## config.mk

```make
export PLATFORM = sky130hd
export DESIGN_NAME = add_round_key_stage_flat
export DESIGN_NICKNAME = d
export VERILOG_FILES = /design/src/rtl/add_round_key_stage_if.sv /design/src/rtl/add_round_key_stage.sv /design/src/flat_wrapper.sv
export SDC_FILE = /design/constraint.sdc
export NUM_CORES = 2
export LEC_CHECK = 0
export ABC_AREA = 1
export ABC_CLOCK_PERIOD_IN_PS = 11100
export CAP_MARGIN = 30
export CORE_MARGIN = 2
export CORE_UTILIZATION = 40
export DETAILED_ROUTE_END_ITERATION = 6
export REMOVE_ABC_BUFFERS = 1
export SLEW_MARGIN = 30
export SYNTH_ARGS = -nofsm -noshare
export SYNTH_HDL_FRONTEND = slang
export SYNTH_SLANG_ARGS = --single-unit
```

## constraint.sdc

```tcl
create_clock -name clk -period 11.1 [get_ports clk]
set_clock_uncertainty 0.1 [all_clocks]
set_input_delay 2.775 -clock clk [delete_from_list [all_inputs] [get_ports clk]]
set_output_delay 2.775 -clock clk [all_outputs]
set_load 0.03 [all_outputs]
```

## src/rtl/add_round_key_stage_if.sv

```systemverilog
// rtl/add_round_key_stage_if.sv - key-load and state-block signals for the AddRoundKey stage
//
// Groups every non-clock/reset signal of add_round_key_stage.
//   master : the side that loads keys and sends state blocks.
//   slave  : add_round_key_stage itself.
// Key-load group : key_load, key_valid_in, key_in -> keys_ready
// Data group     : valid_in, first_in, data_in -> valid_out, data_out, round_out, last_out, err_out
interface add_round_key_stage_if #(
    parameter int DATA_W = 128
);
    logic              key_load;
    logic              key_valid_in;
    logic [DATA_W-1:0] key_in;
    logic              keys_ready;
    logic              valid_in;
    logic              first_in;
    logic [DATA_W-1:0] data_in;
    logic              valid_out;
    logic [DATA_W-1:0] data_out;
    logic [3:0]        round_out;
    logic              last_out;
    logic              err_out;

    modport master (
        output key_load, key_valid_in, key_in, valid_in, first_in, data_in,
        input  keys_ready, valid_out, data_out, round_out, last_out, err_out
    );

    modport slave (
        input  key_load, key_valid_in, key_in, valid_in, first_in, data_in,
        output keys_ready, valid_out, data_out, round_out, last_out, err_out
    );
endinterface

```

## src/rtl/add_round_key_stage.sv

```systemverilog
// rtl/add_round_key_stage.sv - AES AddRoundKey stage with an NR+1 entry round-key store
//
// Ports:
//   clk   : rising-edge clock.
//   reset : asynchronous active-low reset.
//   bus   : add_round_key_stage_if.slave
//           key_load / key_valid_in / key_in load a schedule, keys_ready when full.
//           valid_in / first_in / data_in carry one state block per beat; the stage
//           returns data_in XOR round key one cycle later on data_out with its
//           round_out, last_out and valid_out. err_out pulses when a beat arrives
//           before a full schedule is stored.
module add_round_key_stage #(
    parameter int DATA_W = 128,
    parameter int NR     = 10
) (
    input  logic                  clk,
    input  logic                  reset,
    add_round_key_stage_if.slave  bus
);
    typedef enum logic [1:0] {
        EMPTY = 2'd0,
        LOAD  = 2'd1,
        READY = 2'd2
    } state_t;

    localparam logic [3:0] LAST_RND = 4'(NR);

    state_t            state;
    logic [3:0]        wr_ptr;
    logic [3:0]        rnd;
    logic [DATA_W-1:0] store [0:NR];

    logic              store_we;
    logic [3:0]        store_addr;
    logic [3:0]        k;
    logic              beat_ok;

    // A key_load cycle may carry key 0 itself, so it writes slot 0 directly.
    assign store_we   = bus.key_valid_in && (bus.key_load || state == LOAD);
    assign store_addr = bus.key_load ? 4'd0 : wr_ptr;

    // first_in restarts the block at round 0 regardless of the running counter.
    assign k       = bus.first_in ? 4'd0 : rnd;
    assign beat_ok = bus.valid_in && (state == READY);

    // The key store carries no reset; it is only read once READY has been reached.
    always_ff @(posedge clk) begin
        if (store_we) begin
            store[store_addr] <= bus.key_in;
        end
    end

    always_ff @(posedge clk or negedge reset) begin
        if (!reset) begin
            state          <= EMPTY;
            wr_ptr         <= 4'd0;
            rnd            <= 4'd0;
            bus.keys_ready <= 1'b0;
            bus.valid_out  <= 1'b0;
            bus.data_out   <= '0;
            bus.round_out  <= 4'd0;
            bus.last_out   <= 1'b0;
            bus.err_out    <= 1'b0;
        end else begin
            bus.valid_out <= beat_ok;
            bus.err_out   <= bus.valid_in && (state != READY);

            if (beat_ok) begin
                bus.data_out  <= bus.data_in ^ store[k];
                bus.round_out <= k;
                bus.last_out  <= (k == LAST_RND);
                rnd           <= (k == LAST_RND) ? 4'd0 : k + 4'd1;
            end

            // key_load wins over the round update above: a beat in the same
            // cycle still uses the old key, but the round position restarts.
            if (bus.key_load) begin
                state          <= LOAD;
                wr_ptr         <= bus.key_valid_in ? 4'd1 : 4'd0;
                rnd            <= 4'd0;
                bus.keys_ready <= 1'b0;
            end else begin
                case (state)
                    LOAD: begin
                        if (bus.key_valid_in) begin
                            wr_ptr <= wr_ptr + 4'd1;
                            if (wr_ptr == LAST_RND) begin
                                state          <= READY;
                                bus.keys_ready <= 1'b1;
                            end
                        end
                    end
                    READY: begin
                        bus.keys_ready <= 1'b1;
                    end
                    default: begin
                        bus.keys_ready <= 1'b0;
                    end
                endcase
            end
        end
    end
endmodule

```

## src/flat_wrapper.sv

```systemverilog
// flat-port wrapper written by rule: the top's interface ports become plain ports
module add_round_key_stage_flat 
#(
    parameter int DATA_W = 128,
    parameter int NR     = 10
)
  (clk, reset, bus_key_load, bus_key_valid_in, bus_key_in, bus_valid_in, bus_first_in, bus_data_in, bus_keys_ready, bus_valid_out, bus_data_out, bus_round_out, bus_last_out, bus_err_out);
  add_round_key_stage_if #(.DATA_W(DATA_W)) bus_i ();
  input  logic clk;
  input  logic reset;
  input wire logic [$bits(bus_i.key_load)-1:0] bus_key_load;
  input wire logic [$bits(bus_i.key_valid_in)-1:0] bus_key_valid_in;
  input wire logic [$bits(bus_i.key_in)-1:0] bus_key_in;
  input wire logic [$bits(bus_i.valid_in)-1:0] bus_valid_in;
  input wire logic [$bits(bus_i.first_in)-1:0] bus_first_in;
  input wire logic [$bits(bus_i.data_in)-1:0] bus_data_in;
  output wire logic [$bits(bus_i.keys_ready)-1:0] bus_keys_ready;
  output wire logic [$bits(bus_i.valid_out)-1:0] bus_valid_out;
  output wire logic [$bits(bus_i.data_out)-1:0] bus_data_out;
  output wire logic [$bits(bus_i.round_out)-1:0] bus_round_out;
  output wire logic [$bits(bus_i.last_out)-1:0] bus_last_out;
  output wire logic [$bits(bus_i.err_out)-1:0] bus_err_out;
  assign bus_i.key_load = bus_key_load;
  assign bus_i.key_valid_in = bus_key_valid_in;
  assign bus_i.key_in = bus_key_in;
  assign bus_i.valid_in = bus_valid_in;
  assign bus_i.first_in = bus_first_in;
  assign bus_i.data_in = bus_data_in;
  assign bus_keys_ready = bus_i.keys_ready;
  assign bus_valid_out = bus_i.valid_out;
  assign bus_data_out = bus_i.data_out;
  assign bus_round_out = bus_i.round_out;
  assign bus_last_out = bus_i.last_out;
  assign bus_err_out = bus_i.err_out;
  add_round_key_stage #(.DATA_W(DATA_W), .NR(NR)) u_core (.clk(clk), .reset(reset), .bus(bus_i));
endmodule
```

==> impl_metrics.csv <==
group,metric,value,unit
clock_network,cts_setup_buffers,0,
clock_network,ctsHtreeMaxLevel,4,
sta,worst_slew_pin_slew,1.27,ns
clock_network,numCtsBuffers,165,
sta,hold_viol,0,
clock_network,cts.sinks,1554,
yosys,synth-compound-area-share,0.0287,
clock_network,cts_resized,0,
sta,setup_slack,4.86,ns
sta,drv_slew,0,
die,num_rows,146,
power,ir_worst_vdd,0.136,mV
global_routing,grt.total_usage,0.213,
power,intPower,9920,µW
yosys,synth.area.top_cells,"edfxtp_1 (66%), nand3_1 (10%), nand2_1 (9.1%), dfrtp_1 (5.7%), inv_1 (1.6%)",
yosys,synthCells,5525,
power,p_comb_frac,0.043,
worst_setup_path,worstPathRequired,11.67,ns
detailed_routing,vias,43300,
placement,place.gp.congestion,0.759,
yosys,synthAdderAreaFrac,0.000982,
die,dieArea,0.163,mm²
worst_setup_path,path_class,"in -> reg",
die,core_area,0.158,mm²
global_routing,gr-total-overflow,0,
yosys,synth_top_cell_by_area,"edfxtp_1",
sta,setup_viol,0,
yosys,synth_common_cells,"nand2_1 (1552), edfxtp_1 (1408), nand3_1 (1287), inv_1 (268), buf_2 (173)",
sta,fmax,160,MHz
yosys,synth_edf_count,1408,
yosys,synth_xor_area_frac,0.000275,
final_layout,layout-drive-gt1-share,0.0556,
power,switching_share,0.215,
detailed_routing,via_per_inst,5.38,
placement,dp_hpwl,88800,µm
sta,fin_crit,6.24,ns
clock_network,clock_latency,0.82,ns
sta,period_share,0.562,
worst_setup_path,start_kind,"input pin",
detailed_routing,drt-total-wl,176000,µm
global_routing,grt_start_max_net_pins,195,
power,p_per_area,168,mW/mm²
power,seqPwrFrac,0.517,
yosys,synth-main-ff-cell,"edfxtp_1",
detailed_routing,ant_nets,0,
clock_network,post_cts_hold_buffer_count,0,
die,die_width,403,µm
clock_network,root_buffer,"clkbuf_16",
global_routing,antenna_found_initial,20,
die,die_height,403,µm
yosys,ys_seq_area_frac,0.721,
final_layout,syn2layout_area_growth,17.7,%
sta,maxSlewHeadroom,0.156,
yosys,synth-async-reset-ratio,0.0940,
worst_setup_path,crit_arrival,6.81,ns
die,pin_count,398,
yosys,synth_top_family_by_area,"simple AND/OR/NAND/NOR gates",
power,net-switching-power,2710,µW
sta,finalSetupTns,0,ns
yosys,syn_area,0.0637,mm²
detailed_routing,detail_route.iter0.violations,3657,
detailed_routing,drt-wirelength-per-cell,21.8,µm
worst_setup_path,worstSetupEndpointType,"flip-flop",
clock_network,cts_tree,"yes",
yosys,synth-seq-cells,1554,
power,p_clk_frac,0.440,
yosys,ys_types,27,
yosys,synth.avg_cell_area,11.5,µm²
global_routing,grt_pass1_vias,41500,
placement,io_buffers,397,
clock_network,cts_buffer_depth,3,
min_path,min_path_type,"reg -> reg",
placement,placed_area,0.0694,mm²
yosys,yosys.area_share.simple,0.207,
worst_setup_path,critPathMaxFanout,147,
clock_network,clk_pin_slew_worst_paths,0.06,ns
yosys,synth_top_area_share,0.663,
yosys,yosysWarningCount,0,
final_layout,nets,6083,
sta,grt_setup_unrepaired,"false",
final_layout,design_area,0.0750,mm²
global_routing,grt_first_pass_wirelength,263000,µm
yosys,synthMuxAreaShare,0,
status,status,"finished, final reports clean",
yosys,yosys.cell_count.top_type,"nand2_1",
job,cap_violations,0,
placement,dpl_worst_slack,4.09,ns
detailed_routing,drc,0,
power,leakage,0.0282,µW
die,start_util,0.402,
sta,whs,0.378,ns
detailed_routing,drtPass1Iterations,5,
power groups by stage:
stage / logic (µW) / registers (µW) / clock network, µW
finish: 544 / 6530 / 5550
global route: 595 / 6540 / 5890
CTS: 549 / 6530 / 5670
detailed placement: 547 / 6650 / 0
global placement: 538 / 6650 / 0
floorplan: 168 / 6710 / 0
critical path, cell delays in order:
cell and delay [ns]:
clkdlybuf4s50_1 0.63, inv_8 0.21, nand2_8 0.51, buf_4 0.81
buf_12 0.34, buf_16 0.44, nand2_1 0.10, nand3_1 0.11
nand3_1 0.11, nand3_1 0.17, nand3_1 0.09, nand3_1 0.09
nand2_1 0.06
layer usage:
layer	up-vias	part of all wire	track usage	routed length, µm
met1	21500	0.43	0.295	76300
met5	-	0.00047	0	82
met3	288	0.065	0.0346	11500
met4	12	0.024	0.0683	4200
met2	1547	0.48	0.345	83500
li1	20000	-	-	-
through the flow:
stage	power (µW)	instances	utilization
after detailed placement	7200	7719	0.438
after floorplan	6880	5184	-
after CTS	12700	8026	0.473
final	12600	8040	0.474
after global placement	7190	7719	0.438
after global routing	13000	8037	0.474
final cells by class:
type	count	area (µm²)
Fill cell	14100	83400
Sequential cell	1554	45900
Multi-Input combinational cell	3358	15200
Timing Repair Buffer	465	4650
Clock buffer	231	4590
Tap cell	2072	2590
Inverter	272	1060
Clock inverter	76	947
Antenna cell	12	30.0
registers in the layout, indices dropped and copies added, names as in the netlist:
signal	count
u_core.bus.data_out	128
u_core.state	2
u_core.wr_ptr	4
u_core.rnd	4
u_core.bus.keys_ready	1
u_core.bus.err_out	1
u_core.bus.round_out	4
u_core.bus.valid_out	1
u_core.store	1408
u_core.bus.last_out	1
worst paths after layout:
check,start,to,slack (ns),cells past startpoint
setup / recovery,bus_first_in,u_core.bus.data_out[89]$_DFFE_PN0P_,4.86,13
hold / removal,u_core.bus.data_out[25]$_DFFE_PN0P_,u_core.bus.data_out[25]$_DFFE_PN0P_,0.38,2
setup reg to reg,u_core.rnd[0]$_DFFE_PN0P_,u_core.bus.data_out[89]$_DFFE_PN0P_,6.89,11
hold reg to reg,u_core.bus.data_out[25]$_DFFE_PN0P_,u_core.bus.data_out[25]$_DFFE_PN0P_,0.38,2
max in group asynchronous,reset,u_core.rnd[0]$_DFFE_PN0P_,7.61,2
min in group asynchronous,reset,u_core.bus.data_out[4]$_DFFE_PN0P_,1.94,1
logic make-up (layout without fill, tap and decap cells):
kind of cell | count (synthesis) | count (layout)
flip-flops | 1554 | 1554
AND/OR/NAND/NOR | 3033 | 3033
XOR/XNOR | 2 | 2
other | 0 | 12
buffers and inverters | 613 | 1044
AO/OA/AOI/OAI | 318 | 318
adder cells (fa/ha/maj) | 5 | 5
cell usage in the layout, fill, tap and decap left out, drive strengths merged:
| cell type | synthesis | final |
|---|---|---|
| nand2 | 1555 | 1555 |
| edfxtp | 1408 | 1408 |
| nand3 | 1287 | 1287 |
| clkdlybuf4s50 | 0 | 396 |
| inv | 272 | 278 |
| clkbuf | 91 | 232 |
| o21ai | 178 | 178 |
| dfrtp | 146 | 146 |
| nor2 | 145 | 145 |
| o211ai | 87 | 87 |
| buf | 250 | 68 |
| clkinv | 0 | 54 |
| a21oi | 47 | 47 |
| nand3b | 42 | 42 |
| bufinv | 0 | 13 |
| diode | 0 | 12 |
| ha | 5 | 5 |
| nand4 | 4 | 4 |
| clkinvlp | 0 | 3 |
| o21a | 2 | 2 |
| o22ai | 2 | 2 |
| xnor2 | 1 | 1 |
| a41oi | 1 | 1 |
| o31ai | 1 | 1 |
| xor2 | 1 | 1 |
Note: power is estimated with default switching activity, not from simulation.
